File: config.mk
export PLATFORM = sky130hd
export DESIGN_NAME = sat_arith_pipe
export DESIGN_NICKNAME = d
export VERILOG_FILES = /design/src/rtl/sat_arith_pkg.sv /design/src/rtl/sat_arith_core.sv /design/src/rtl/sat_arith_pipe.sv
export SDC_FILE = /design/constraint.sdc
export NUM_CORES = 1
export LEC_CHECK = 0
export ABC_AREA = 1
export BUFFER_PORTS_ARGS = -buffer_cell sky130_fd_sc_hd__buf_4
export CAP_MARGIN = 10
export CORE_UTILIZATION = 45
export DETAILED_ROUTE_END_ITERATION = 10
export PLACE_DENSITY = 0.67
export SYNTH_ARGS = -nofsm -noshare
export SYNTH_HDL_FRONTEND = slang
export SYNTH_SLANG_ARGS = --single-unit
File: constraint.sdc
create_clock -name clk -period 4.97 [get_ports clk]
set_input_delay 0.497 -clock clk [delete_from_list [all_inputs] [get_ports clk]]
set_output_delay 0.497 -clock clk [all_outputs]
set_load 0.01 [all_outputs]
File: src/rtl/sat_arith_pkg.sv
// Shared opcode encoding and saturation limits for the saturating arithmetic pipeline.
package sat_arith_pkg;

    typedef enum logic [1:0] {
        OP_ADD = 2'b00,
        OP_SUB = 2'b01,
        OP_ACC = 2'b10,
        OP_CLR = 2'b11
    } op_t;

    // Bit patterns in the low `width` bits; callers size-cast to their own width.
    function automatic logic [31:0] max_pos(input int unsigned width);
        return (32'h1 << (width - 1)) - 32'h1;
    endfunction

    function automatic logic [31:0] min_neg(input int unsigned width);
        return 32'h1 << (width - 1);
    endfunction

endpackage

File: src/rtl/sat_arith_core.sv
// Combinational signed add/sub with overflow detect; clamps on overflow when
// SAT_ARITH_SATURATE_EN is defined, otherwise wraps.
module sat_arith_core
    import sat_arith_pkg::*;
#(
    parameter int WIDTH = 16
) (
    input  logic [WIDTH-1:0] a,
    input  logic [WIDTH-1:0] b,
    input  logic             sub,
    output logic [WIDTH-1:0] sum,
    output logic             ov
);

    logic [WIDTH-1:0] b_eff;
    logic [WIDTH-1:0] raw;

    always_comb begin
        b_eff = sub ? ~b : b;
        raw   = a + b_eff + {{(WIDTH-1){1'b0}}, sub};
        ov    = (~a[WIDTH-1] & ~b_eff[WIDTH-1] &  raw[WIDTH-1]) |
                ( a[WIDTH-1] &  b_eff[WIDTH-1] & ~raw[WIDTH-1]);
    end

`ifdef SAT_ARITH_SATURATE_EN
    localparam logic [WIDTH-1:0] MAXP = WIDTH'(max_pos(WIDTH));
    localparam logic [WIDTH-1:0] MINN = WIDTH'(min_neg(WIDTH));

    // On overflow both operands share a sign, which is the sign of the true sum.
    always_comb begin
        sum = raw;
        if (ov) sum = a[WIDTH-1] ? MINN : MAXP;
    end
`else
    always_comb sum = raw;
`endif

endmodule

File: src/rtl/sat_arith_pipe.sv
// Two-stage valid/ready add/sub/accumulate pipeline with sticky overflow.
// Build option: SAT_ARITH_SATURATE_EN selects saturating instead of wrapping results.
module sat_arith_pipe
    import sat_arith_pkg::*;
#(
    parameter int WIDTH = 16
) (
    input  logic             clk,
    input  logic             rst,
    input  logic             in_vld,
    output logic             in_rdy,
    input  logic [1:0]       op,
    input  logic [WIDTH-1:0] A,
    input  logic [WIDTH-1:0] B,
    output logic             out_vld,
    input  logic             out_rdy,
    output logic [WIDTH-1:0] result,
    output logic             ov,
    output logic             ov_sticky,
    input  logic             clr_sticky,
    output logic [WIDTH-1:0] acc
);

    logic             s1_vld;
    op_t              s1_op;
    logic [WIDTH-1:0] s1_a;
    logic [WIDTH-1:0] s1_b;

    logic             adv2;
    logic             in_fire;
    logic [WIDTH-1:0] core_a;
    logic [WIDTH-1:0] core_b;
    logic [WIDTH-1:0] core_sum;
    logic             core_ov;
    logic [WIDTH-1:0] s2_result;
    logic             s2_ov;

    always_comb begin
        adv2    = s1_vld & (~out_vld | out_rdy);
        in_rdy  = ~s1_vld | adv2;
        in_fire = in_vld & in_rdy;
    end

    always_ff @(posedge clk or posedge rst) begin
        if (rst) begin
            s1_vld <= 1'b0;
            s1_op  <= OP_ADD;
            s1_a   <= '0;
            s1_b   <= '0;
        end else if (in_fire) begin
            s1_vld <= 1'b1;
            s1_op  <= op_t'(op);
            s1_a   <= A;
            s1_b   <= B;
        end else if (adv2) begin
            s1_vld <= 1'b0;
        end
    end

    // ACC routes the accumulator into the adder's A side and operand A into its B side.
    always_comb begin
        core_a = (s1_op == OP_ACC) ? acc  : s1_a;
        core_b = (s1_op == OP_ACC) ? s1_a : s1_b;
    end

    sat_arith_core #(.WIDTH(WIDTH)) u_core (
        .a   (core_a),
        .b   (core_b),
        .sub (s1_op == OP_SUB),
        .sum (core_sum),
        .ov  (core_ov)
    );

    always_comb begin
        s2_result = core_sum;
        s2_ov     = core_ov;
        if (s1_op == OP_CLR) begin
            s2_result = '0;
            s2_ov     = 1'b0;
        end
    end

    always_ff @(posedge clk or posedge rst) begin
        if (rst) begin
            out_vld <= 1'b0;
            result  <= '0;
            ov      <= 1'b0;
            acc     <= '0;
        end else if (adv2) begin
            out_vld <= 1'b1;
            result  <= s2_result;
            ov      <= s2_ov;
            if (s1_op == OP_ACC || s1_op == OP_CLR) acc <= s2_result;
        end else if (out_vld & out_rdy) begin
            out_vld <= 1'b0;
        end
    end

    always_ff @(posedge clk or posedge rst) begin
        if (rst)                ov_sticky <= 1'b0;
        else if (adv2 & s2_ov)  ov_sticky <= 1'b1;
        else if (clr_sticky)    ov_sticky <= 1'b0;
    end

endmodule

# == Word-level counts from Yosys, hierarchy flattened ==
# Cells that the tools add are included.
# totals
input_bits,39
ff_bits,70
out_inout_bits,36
wordCells,47
# classes
n_eq_ne,3
n_addsub,2
bitwise_logic,17
reduce_logical,5
muxes,11
# op_table
op,n
2-to-1 mux 16 bit,4
adder 16 x 1 -> 16 bit,1
adder 16 bit,1
NOT 16 bit,1
bitwise AND 1 bit,8
2-to-1 mux 1 bit,7
nonzero test 2 bit,3
NOT 1 bit,5
"equality test 2 bit, second input constant",2
bitwise OR 1 bit,3
"equality test 2 x 1 -> 1 bit, second input constant",1
AND reduction 2 bit,1
logical OR 1 bit,1

# == Longest topological paths before layout ==
# Gate-level depths: netlist of run 1.
# depth
depth_word,12
ltp_mapped,21
ltp_nobuf,20

# == Hierarchy ==
# From an unflattened synthesis of run 1, not the netlist that was laid out.
# hier_totals
hier_cells,605
area_unflattened_um2,4386.7
# modules_own_cells
mod,area_each_um2,cells_per_inst,seq_area_each_um2,instances
sat_arith_pipe,3359.5,445,1751.7,1
sat_arith_core,1027.2,160,0.0,1

# == Least setup slack after synthesis of run 1 ==
# Ideal clock, no wire load.
# synth_path
path_type,register to register
start,register s1_op[0]
end,register ov
stages_incl_launch_ff,19
path_buffers,2
setup_time_ps,119
t_required_ps,4851
arrival_time_ps,2639
slack_ps,2212
cell_sequence,dfrtp_1 -> inv_2 -> nand2_2 -> inv_1 -> clkbuf_1 -> clkbuf_1 -> nand2_1 -> nand2_1 -> ha_1 -> nand2_1 -> inv_1 -> a21oi_1 -> nor2_1 -> nor3_1 -> nand2_2 -> nand2_2 -> nand3_1 -> nand3_1 -> nand2_1
# synth_via
elab_chain_len,10
elab_cells_between_ends,18
cone_classes,add/sub: 2; eq/ne: 3; mux: 4; bitwise: 9
# synth_lines
element,line_no,text
start: declaration,sat_arith_pipe.sv:25,op_t s1_op;
start signal: assignment,sat_arith_pipe.sv:52,s1_op <= op_t'(op);
equality test 2 bit,"sat_arith_pipe.sv:62, sat_arith_pipe.sv:63",
2-to-1 mux 16 bit,sat_arith_pipe.sv:63,core_b = (s1_op == OP_ACC) ? s1_a : s1_b;
NOT 16 bit,sat_arith_core.sv:19,b_eff = sub ? ~b : b;
2-to-1 mux 16 bit,sat_arith_core.sv:19,
adder 16 bit,sat_arith_core.sv:20,"raw = a + b_eff + {{(WIDTH-1){1'b0}}, sub};"
adder 16 x 1 -> 16 bit,sat_arith_core.sv:20,
NOT 1 bit,sat_arith_core.sv:22,( a[WIDTH-1] & b_eff[WIDTH-1] & ~raw[WIDTH-1]);
bitwise AND 1 bit,sat_arith_core.sv:22,
bitwise OR 1 bit,sat_arith_core.sv:21,ov = (~a[WIDTH-1] & ~b_eff[WIDTH-1] & raw[WIDTH-1]) |
2-to-1 mux 1 bit *,sat_arith_pipe.sv:77,if (s1_op == OP_CLR) begin
end signal: assignment,sat_arith_pipe.sv:92,ov <= s2_ov;
end: declaration,sat_arith_pipe.sv:18,"output logic ov,"
# Mark *: on every way between the ends. The rest lies on a longest branch, timed or not.
# A chain may end at the register's enable or synchronous reset.

# == Worst setup path in the final report of run 1 ==
# Ends and elaborated chain as after synthesis.

==> results of run 1 <==
[path summary, 6_finish.rpt]
path / start / to / cells after the start
worst max-delay path: s1_op[0] / ov / 18
worst min-delay path: B[14] / s1_b[14] / 2
worst max register to register: s1_op[0] / ov / 18
worst min register to register: ov_sticky / ov_sticky / 2
max in group asynchronous: rst / s1_b[10] / 3
min in group asynchronous: rst / result[10] / 3
[synth_stat cells (3+ instances only)]
| cell | number | share of area [%] |
|---|---|---|
| a21oi_1 | 47 | 6.0 |
| clkbuf_1 | 17 | 1.6 |
| dfrtp_1 | 70 | 45 |
| ha_1 | 16 | 5.1 |
| inv_1 | 33 | 3.2 |
| mux2_2 | 30 | 8.6 |
| nand2_1 | 152 | 15 |
| nand2_2 | 11 | 1.8 |
| nand3_1 | 24 | 3.1 |
| nor2_1 | 20 | 1.9 |
| o21ai_0 | 36 | 4.6 |
| o21ai_1 | 11 | 1.4 |
| or2_2 | 3 | 0.48 |
[power breakdown]
group	internal, mW	switching [mW]	leakage, nW	total [mW]
clock network	0.188	0.196	0.0821	0.384
registers	0.743	0.147	0.852	0.890
logic	0.515	0.700	1.49	1.21
[cell type report]
| type | count | share of cell area (%) |
|---|---|---|
| Timing Repair Buffer | 76 | 12.15 |
| Multi-Input combinational cell | 362 | 41.74 |
| Tap cell | 105 | 2.797 |
| Inverter | 34 | 2.717 |
| Sequential cell | 70 | 37.29 |
| Clock inverter | 2 | 0.2131 |
| Clock buffer | 12 | 3.090 |
[state kept, by name (all words and copies together), names as in the netlist]
name       cells
acc           16
out_vld        1
ov             1
ov_sticky      1
result        16
s1_a          16
s1_b          16
s1_op          2
s1_vld         1
[critical path, stage by stage, from the launching register on]
cell and delay [ns]:
dfrtp_1 0.39, inv_2 0.10, nand2_2 0.32, inv_1 0.74, nand2_1 0.10, nand2_1 0.09
a21oi_1 0.05, a21oi_1 0.15, ha_1 0.31, nand2_1 0.13, inv_1 0.06, a21oi_1 0.22
nor2_1 0.07, nor3_1 0.44, nand2_2 0.12, nand2_2 0.09, nand3_1 0.07, nand3_1 0.11
nand2_1 0.06
[stage by stage]
stage / power (mW) / instance area [µm²] / hold WS (ns)
2_1_floorplan: 1.668 / 3914 / 0.4798
3_3_place_gp: 2.081 / 4542 / 0.4671
3_5_place_dp: 2.105 / 4542 / 0.4743
4_1_cts: 2.494 / 4697 / 0.3761
5_1_grt: 2.701 / 4697 / 0.3722
6_report: 2.488 / 4697 / 0.3841
[layer usage]
metal  up-vias  GRT usage [%]
met5         -              0
met4         0          7.702
met3        16          3.668
met2        87          27.08
met1      1522          33.23
li1       1739              -
[cell families after synthesis]
family | Yosys count | synth area share [%]
simple gates | 217 | 23.05
compound gates | 98 | 12.79
flops | 70 | 44.76
buf+inv | 53 | 5.147
mux | 30 | 8.632
fa+ha+maj | 17 | 5.627
==> impl_metrics.toml, run 1 <==
[layout]
final_util_pct = 56.60
nets = 609
syn_to_final_growth_pct = 20.01
drive_above_1_share_pct = 24.64
insertedDiodeCount = 0
layout_commonest_cell = "nand2_1"
fillCellCount = 769
regArea_um2 = 1752
final_cell_mix = "152 x nand2_1, 76 x buf_4, 70 x dfrtp_1"
finalNonFillerCells = 661
multi_input_area_um2 = 1961

[power]
leakagePower_nw = 2.425
vdd_drop_max_v = 0.0002222
power.density_nw_per_um2 = 529.7

[timing]
worst_slack_ns = 1.210
rsz0062_at_grt = "false"
finalCritPeriodShare_pct = 75.66
worst_pin_slew_ns = 0.9984
setup_viol = 0
final_hold_viol_count = 0
relSlewSlack_pct = 33.28
finClkSkew_ns = 0.01178
max_freq_mhz = 265.9
fin_crit_ns = 3.760
slew_violations = 0
fin_setup_tns_ns = 0

[synthesis]
netlist_instances = 485
syn-num-nets = 541
async_flop_share_pct = 100.0
synth_edf_count = 0
ys.flop_type = "dfrtp_1"
yosys_warnings = 0
ys_ff_latch = 70
syn_area_um2 = 3914
ys_seq_area_share_pct = 44.76
synth_cell_types = 24
syn_area_per_cell_um2 = 8.070

[setup_path]
arrival_ns = 3.98
start_kind = "flip-flop"
path_class = "flip-flop to flip-flop"
end_kind = "flip-flop"
crit_required_ns = 5.19
regToRegSetupSlack_ns = 1.21
path_max_fanout = 34

[placement]
post-dp-hpwl_mm = 6.637
io_buffers = 74
post-place-ws_ns = 1.235
gp_congestion = 0.8234
place_inst = 647

[min_path]
hold_path_class = "primary input to flip-flop"

[detailed_routing]
met1_length_mm = 4.726
drc = 0
ant_nets = 0
avgViaCountPerCell = 5.089
routed_wl_mm = 8.711
wl_met2_mm = 3.440
dr_wl_met3_um = 377
drt_iter0_markers = 202
first_pass_iters = 4
top_layer_used = "met4"
wl_per_cell_um = 13.18
vias = 3364

[grt]
antenna_found_initial = 0
grt_pass1_wl_mm = 14.46
grt_max_degree = 71
grt_use_total_pct = 20.74
overflow = 0
grt_pass1_vias = 2959

[die]
die_area_um2 = 9074
row_count = 33
ios = 75
start_util_pct = 47.16
fp.dieW_um = 95.26
core-area_um2 = 8299
fp.dieH_um = 95.26

[clocking]
clockBufferDepth = 2
cts_made_buffers = 9
clkSinkCount = 70
clock_latency_ns = 0.34
ctsResizeCount = 0
cts_setup_buffers = 0
clk_pin_slew_ns = 0.07
root_buffer = "clkbuf_8"
cts_tree = "done"
htree_levels = 3
hold_buffers = 0

[run_status]
status = "finished, final reports clean"

[run]
maxCapViolations = 0
No activity file was read; power rests on OpenSTA's default activity.
==> run 2: changes to the inputs <==
Settings changed: ABC_AREA 1 to 0.
Clock period 4.97 ns to 3.81 ns, I/O delays scaled along.
==> run 2 against run 1 <==
Synthesized cell count shrank 20%. Power is 39% higher. Routed wire length decreased by 2.4%. Critical endpoint is now ov_sticky. Largest cell class unchanged. Highest routed layer unchanged.
==> impl_metrics.toml, run 2 <==
[timing]
worst_pin_slew_ns = 0.9501
relSlewSlack_pct = 36.57
fin_setup_tns_ns = 0
max_freq_mhz = 303.8
finalCritPeriodShare_pct = 86.40
finClkSkew_ns = 0.008868
setup_viol = 0
final_hold_viol_count = 0
whs_ns = 0.2545
fin_crit_ns = 3.292
rsz0062_at_grt = "false"
slew_violations = 0

[grt]
grt_use_total_pct = 19.16
overflow = 0
grt_pass1_vias = 2911
grt_max_degree = 48
grt_pass1_wl_mm = 14.51
antenna_found_initial = 0

[synthesis]
ys_ff_latch = 70
synth_cell_types = 38
yosys-top-cells-area = "dfrtp_1 43%, mux2_2 14%, nand2_1 5.4%"
yosysTopAreaCellShare_pct = 43.29
syn-num-nets = 442
yosysTopAreaCell = "dfrtp_1"
synthTopCellsByCount = "70 x dfrtp_1, 58 x nand2_1, 50 x mux2_2"
async_flop_share_pct = 100.0
synth_edf_count = 0
ys.flop_type = "dfrtp_1"
netlist_instances = 386
ys_seq_area_share_pct = 43.29
yosys_warnings = 0
syn_area_um2 = 4046
synth.most_common_cell = "dfrtp_1"
syn_area_per_cell_um2 = 10.48

[power]
power_frac_comb_pct = 48.3
power.internal_mw = 2.118
leakagePower_nw = 2.278
seqPwrFrac_pct = 33.3
vdd_drop_max_v = 0.0002080
p_total_mw = 3.451
switching_share_pct = 38.62
power_switching_mw = 1.333
power.density_nw_per_um2 = 702.6
p_clk_share_pct = 18.5

[setup_path]
max_stage_delay_ns = 0.47
arrival_ns = 3.51
reg2reg_depth = 10
end_kind = "flip-flop"
crit_slowest_cell = "o41a_1"
crit_chain = "nor2b_2 -> mux2_2 -> ha_1 -> a21oi_1 -> o21ai_0 -> a31oi_1 -> o31ai_4 -> o41a_1 -> mux2i_1 -> nand3_1"
critical_path.top_delay_family = "compound AO/OA/AOI/OAI gates"
path_max_fanout = 9
path_class = "flip-flop to flip-flop"
path_depth = 10
start_kind = "flip-flop"
worstPathBufferInverterCount = 0
crit_required_ns = 4.02

[placement]
place_area_um2 = 4693
post-dp-hpwl_mm = 6.565
gp_congestion = 0.9050
io_buffers = 74
place_inst = 556

[detailed_routing]
ant_nets = 0
first_pass_iters = 4
avgViaCountPerCell = 5.306
drt_iter0_markers = 183
drc = 0
wl_per_cell_um = 14.87
vias = 3035
routed_wl_mm = 8.505

[die]
row_count = 34
start_util_pct = 46.40
core-area_um2 = 8721
die_area_um2 = 9375
fp.dieH_um = 96.83
ios = 75
fp.dieW_um = 96.83

[clocking]
cts_tree = "done"
clockBufferDepth = 2
root_buffer = "clkbuf_8"
ctsResizeCount = 0
cts_setup_buffers = 0
cts_made_buffers = 9
hold_buffers = 0
clkSinkCount = 70
clk_pin_slew_ns = 0.07
htree_levels = 3
clock_latency_ns = 0.34

[run]
maxCapViolations = 0

[run_status]
status = "finished, final reports clean"

[layout]
drive_above_1_share_pct = 32.97
nets = 515
final_cell_mix = "80 x buf_4, 69 x dfrtp_1, 58 x nand2_1"
layout_commonest_cell = "buf_4"
fin_area_um2 = 4912
syn_to_final_growth_pct = 21.40
insertedDiodeCount = 0
finalNonFillerCells = 572

[min_path]
hold_path_class = "primary input to flip-flop"
min_path_cells = 2
-- run 2: cell types whose count changed after synthesis, sizes merged, moves of 9 or more --
| cell | previous run | this run |
|---|---|---|
| mux2i | 0 | 17 |
| nand3 | 26 | 7 |
| xnor2 | 0 | 24 |
| o21ai | 47 | 38 |
| a21oi | 47 | 16 |
| mux2 | 30 | 50 |
| nor2 | 21 | 6 |
| nand2 | 163 | 58 |
| inv | 34 | 10 |
-- run 2: layout make-up --
| type | count | area, µm² |
|---|---|---|
| fill | 755 | 3809 |
| multi-input combinational | 288 | 2167 |
| sequential | 70 | 1753 |
| timing repair buffer | 80 | 600.6 |
| clock buffer | 13 | 178.9 |
| tap | 108 | 135.1 |
| clock inverter | 3 | 40.04 |
| inverter | 10 | 37.54 |
-- run 2: power groups by stage --
stage	logic (mW)	registers [mW]	clock network [mW]
after floorplan	1.09	1.17	0
after global placement	1.62	1.16	0
after detailed placement	1.66	1.16	0
after CTS	1.67	1.15	0.654
after global routing	1.85	1.18	0.688
final	1.67	1.15	0.638
-- run 2: metal layers --
| metal | global-route usage [%] | share of wire, % |
|---|---|---|
| met5 | 0 | 0 |
| met1 | 27.74 | 50 |
| met2 | 28.55 | 44 |
| met3 | 3.613 | 5.5 |
| met4 | 7.003 | 1.1 |
-- run 2: path summary, 6_finish.rpt --
check | from | endpoint | slack, ns
worst min register to register | result[4] | result[4] | 0.48
worst max register to register | s1_op[0] | ov_sticky | 0.52
min in group asynchronous | rst | result[2] | 0.26
max in group asynchronous | rst | s1_b[5] | 2.67
worst min-delay path | in_vld | s1_vld | 0.25
worst max-delay path | s1_op[0] | ov_sticky | 0.52
-- run 2: cells by family (layout without fill, tap and decap cells) --
family / after synthesis / after routing / synth area share, %
buf+inv: 28 / 106 / 3.154
xor+xnor: 30 / 30 / 6.493
mux: 67 / 67 / 18.12
fa+ha+maj: 17 / 17 / 5.442
simple gates: 89 / 89 / 9.648
flops: 70 / 70 / 43.29
compound gates: 85 / 85 / 13.85
-- run 2: metrics by stage --
stage	setup WS [ns]	utilization, %
finish	0.5180	56.33
global route	0.2663	56.33
CTS	0.5136	56.33
detailed placement	0.5341	53.82
global placement	0.6725	53.82
floorplan	0.5333	-
==> run 3: changes to the inputs <==
Settings changed: CORE_ASPECT_RATIO from default to 0.6.
==> run 3 against run 2 <==
Critical path type unchanged. Sequential share of layout area decreased by 0.96 points. Hold slack got worse by 0.093 ns. Critical path depth unchanged. Fmax decreased by 2.9%. Non-clock buffer count increased by 1. Combinational power increased by 2%. Clock-buffer cell count decreased by 1. Cell area increased by 2.8%. Via count increased by 1.5%. Sequential cell count unchanged. Register-to-register slack got worse by 0.099 ns. Global-route usage increased by 2.8 points.
==> impl_metrics.toml, run 3 (synthesized netlist as in run 2, its figures left out) <==
[run_status]
status = "finished, final reports clean"

[clocking]
clk_pin_slew_ns = 0.06
clock_latency_ns = 0.34
cts_made_buffers = 9
hold_buffers = 0
root_buffer = "clkbuf_16"
htree_levels = 3
ctsResizeCount = 0
cts_setup_buffers = 0
clockBufferDepth = 2
clkSinkCount = 70
cts_tree = "done"

[grt]
antenna_found_initial = 0
grt_use_total_pct = 22.01
grt_max_degree = 39
grt_pass1_vias = 2963
grt_pass1_wl_mm = 15.66
overflow = 0

[timing]
max_freq_mhz = 294.9
slew_violations = 0
setup_viol = 0
fin_setup_tns_ns = 0
fin_crit_ns = 3.391
final_hold_viol_count = 0
rsz0062_at_grt = "false"
finalCritPeriodShare_pct = 88.99
relSlewSlack_pct = 52.47
finClkSkew_ns = 0.006046
whs_ns = 0.1616
worst_pin_slew_ns = 0.7119

[power]
vdd_drop_max_v = 0.0002909
switching_share_pct = 37.80
p_clk_share_pct = 24.6
power.density_nw_per_um2 = 757.3
leakagePower_nw = 2.332
power_switching_mw = 1.445
power.internal_mw = 2.378
power_frac_comb_pct = 44.9
seqPwrFrac_pct = 30.5

[die]
fp.dieH_um = 75.45
fp.dieW_um = 124.4
ios = 75
die_area_um2 = 9387
core-area_um2 = 8621
row_count = 26
start_util_pct = 46.94

[run]
maxCapViolations = 0

[layout]
nets = 516
final_cell_mix = "81 x buf_4, 69 x dfrtp_1, 58 x nand2_1"
drive_above_1_share_pct = 33.12
syn_to_final_growth_pct = 24.77
insertedDiodeCount = 0
layout_commonest_cell = "buf_4"
fillCellCount = 734
final_util_pct = 58.56
fin_area_um2 = 5049

[detailed_routing]
avgViaCountPerCell = 5.341
vias = 3082
drt_iter0_markers = 196
first_pass_iters = 4
wl_per_cell_um = 16.52
drc = 0
ant_nets = 0
routed_wl_mm = 9.532

[setup_path]
path_class = "flip-flop to flip-flop"
crit_required_ns = 4.02
end_kind = "flip-flop"
start_kind = "flip-flop"
path_max_fanout = 10
arrival_ns = 3.60

[placement]
place_area_um2 = 4706
post-dp-hpwl_mm = 7.366
io_buffers = 74
gp_congestion = 0.9820

[min_path]
hold_path_class = "primary input to asynchronous set/reset pin"
==> run 3: changes by cell type in the layout (fill, tap and decap cells not counted) <==
cell	previous run	this run
clkbuf_8	13	3
clkbuf_16	0	9
clkinv_2	2	0
buf_4	80	81
bufinv_16	1	2
clkinvlp_4	0	1
inv_6	0	1
==> run 3: layer usage <==
metal | part of all wire, % | vias up | track usage (%)
li1 | - | 1527 | -
met1 | 54 | 1439 | 34.11
met2 | 38 | 109 | 29.40
met3 | 6.9 | 7 | 5.688
met4 | 0.88 | 0 | 6.693
met5 | 0 | - | 0
==> run 3: stage by stage <==
stage          total power [mW]  worst slack, ns  instances
2_1_floorplan             2.260           0.5333        386
3_3_place_gp              2.821           0.6044        561
3_5_place_dp              2.879           0.4922        561
4_1_cts                   3.833           0.4863        577
5_1_grt                   4.083           0.2269        577
6_report                  3.823           0.4195        577
==> run 3: path summary, 6_finish.rpt <==
check | startpoint | end | slack (ns) | cells after the start
setup / recovery | s1_op[0] | ov_sticky | 0.42 | 10
hold / removal | rst | s1_b[3] | 0.16 | 2
setup reg to reg | s1_op[0] | ov_sticky | 0.42 | 10
hold reg to reg | result[7] | result[7] | 0.48 | 2
max in group asynchronous | rst | s1_op[1] | 2.69 | 3
min in group clk | in_vld | s1_vld | 0.25 | 2
==> run 3: worst max-delay path: stages, from the launching register on <==
cell	delay, ns
dfrtp_1	0.38
nor2b_2	0.49
mux2_2	0.41
ha_1	0.35
a21oi_1	0.21
o21ai_0	0.18
a31oi_1	0.30
o31ai_4	0.16
o41a_1	0.48
mux2i_1	0.21
nand3_1	0.11
==> run 3: area by class of cell <==
cell class / instances / area, µm² / area share, %
clock buffers: 12 / 266.5 / 5.279
multi-input cells: 288 / 2167 / 42.92
clock inverters: 4 / 76.32 / 1.512
well taps: 112 / 140.1 / 2.776
flip-flops and latches: 70 / 1753 / 34.72
inverters: 10 / 37.54 / 0.7435
repair buffers: 81 / 608.1 / 12.04
==> run 3: power by group through the flow <==
stage	clock network, mW	logic [mW]	registers [mW]
after floorplan	0	1.09	1.17
after global placement	0	1.66	1.16
after detailed placement	0	1.70	1.17
after CTS	0.959	1.71	1.16
after global routing	0.993	1.90	1.19
final	0.942	1.71	1.17
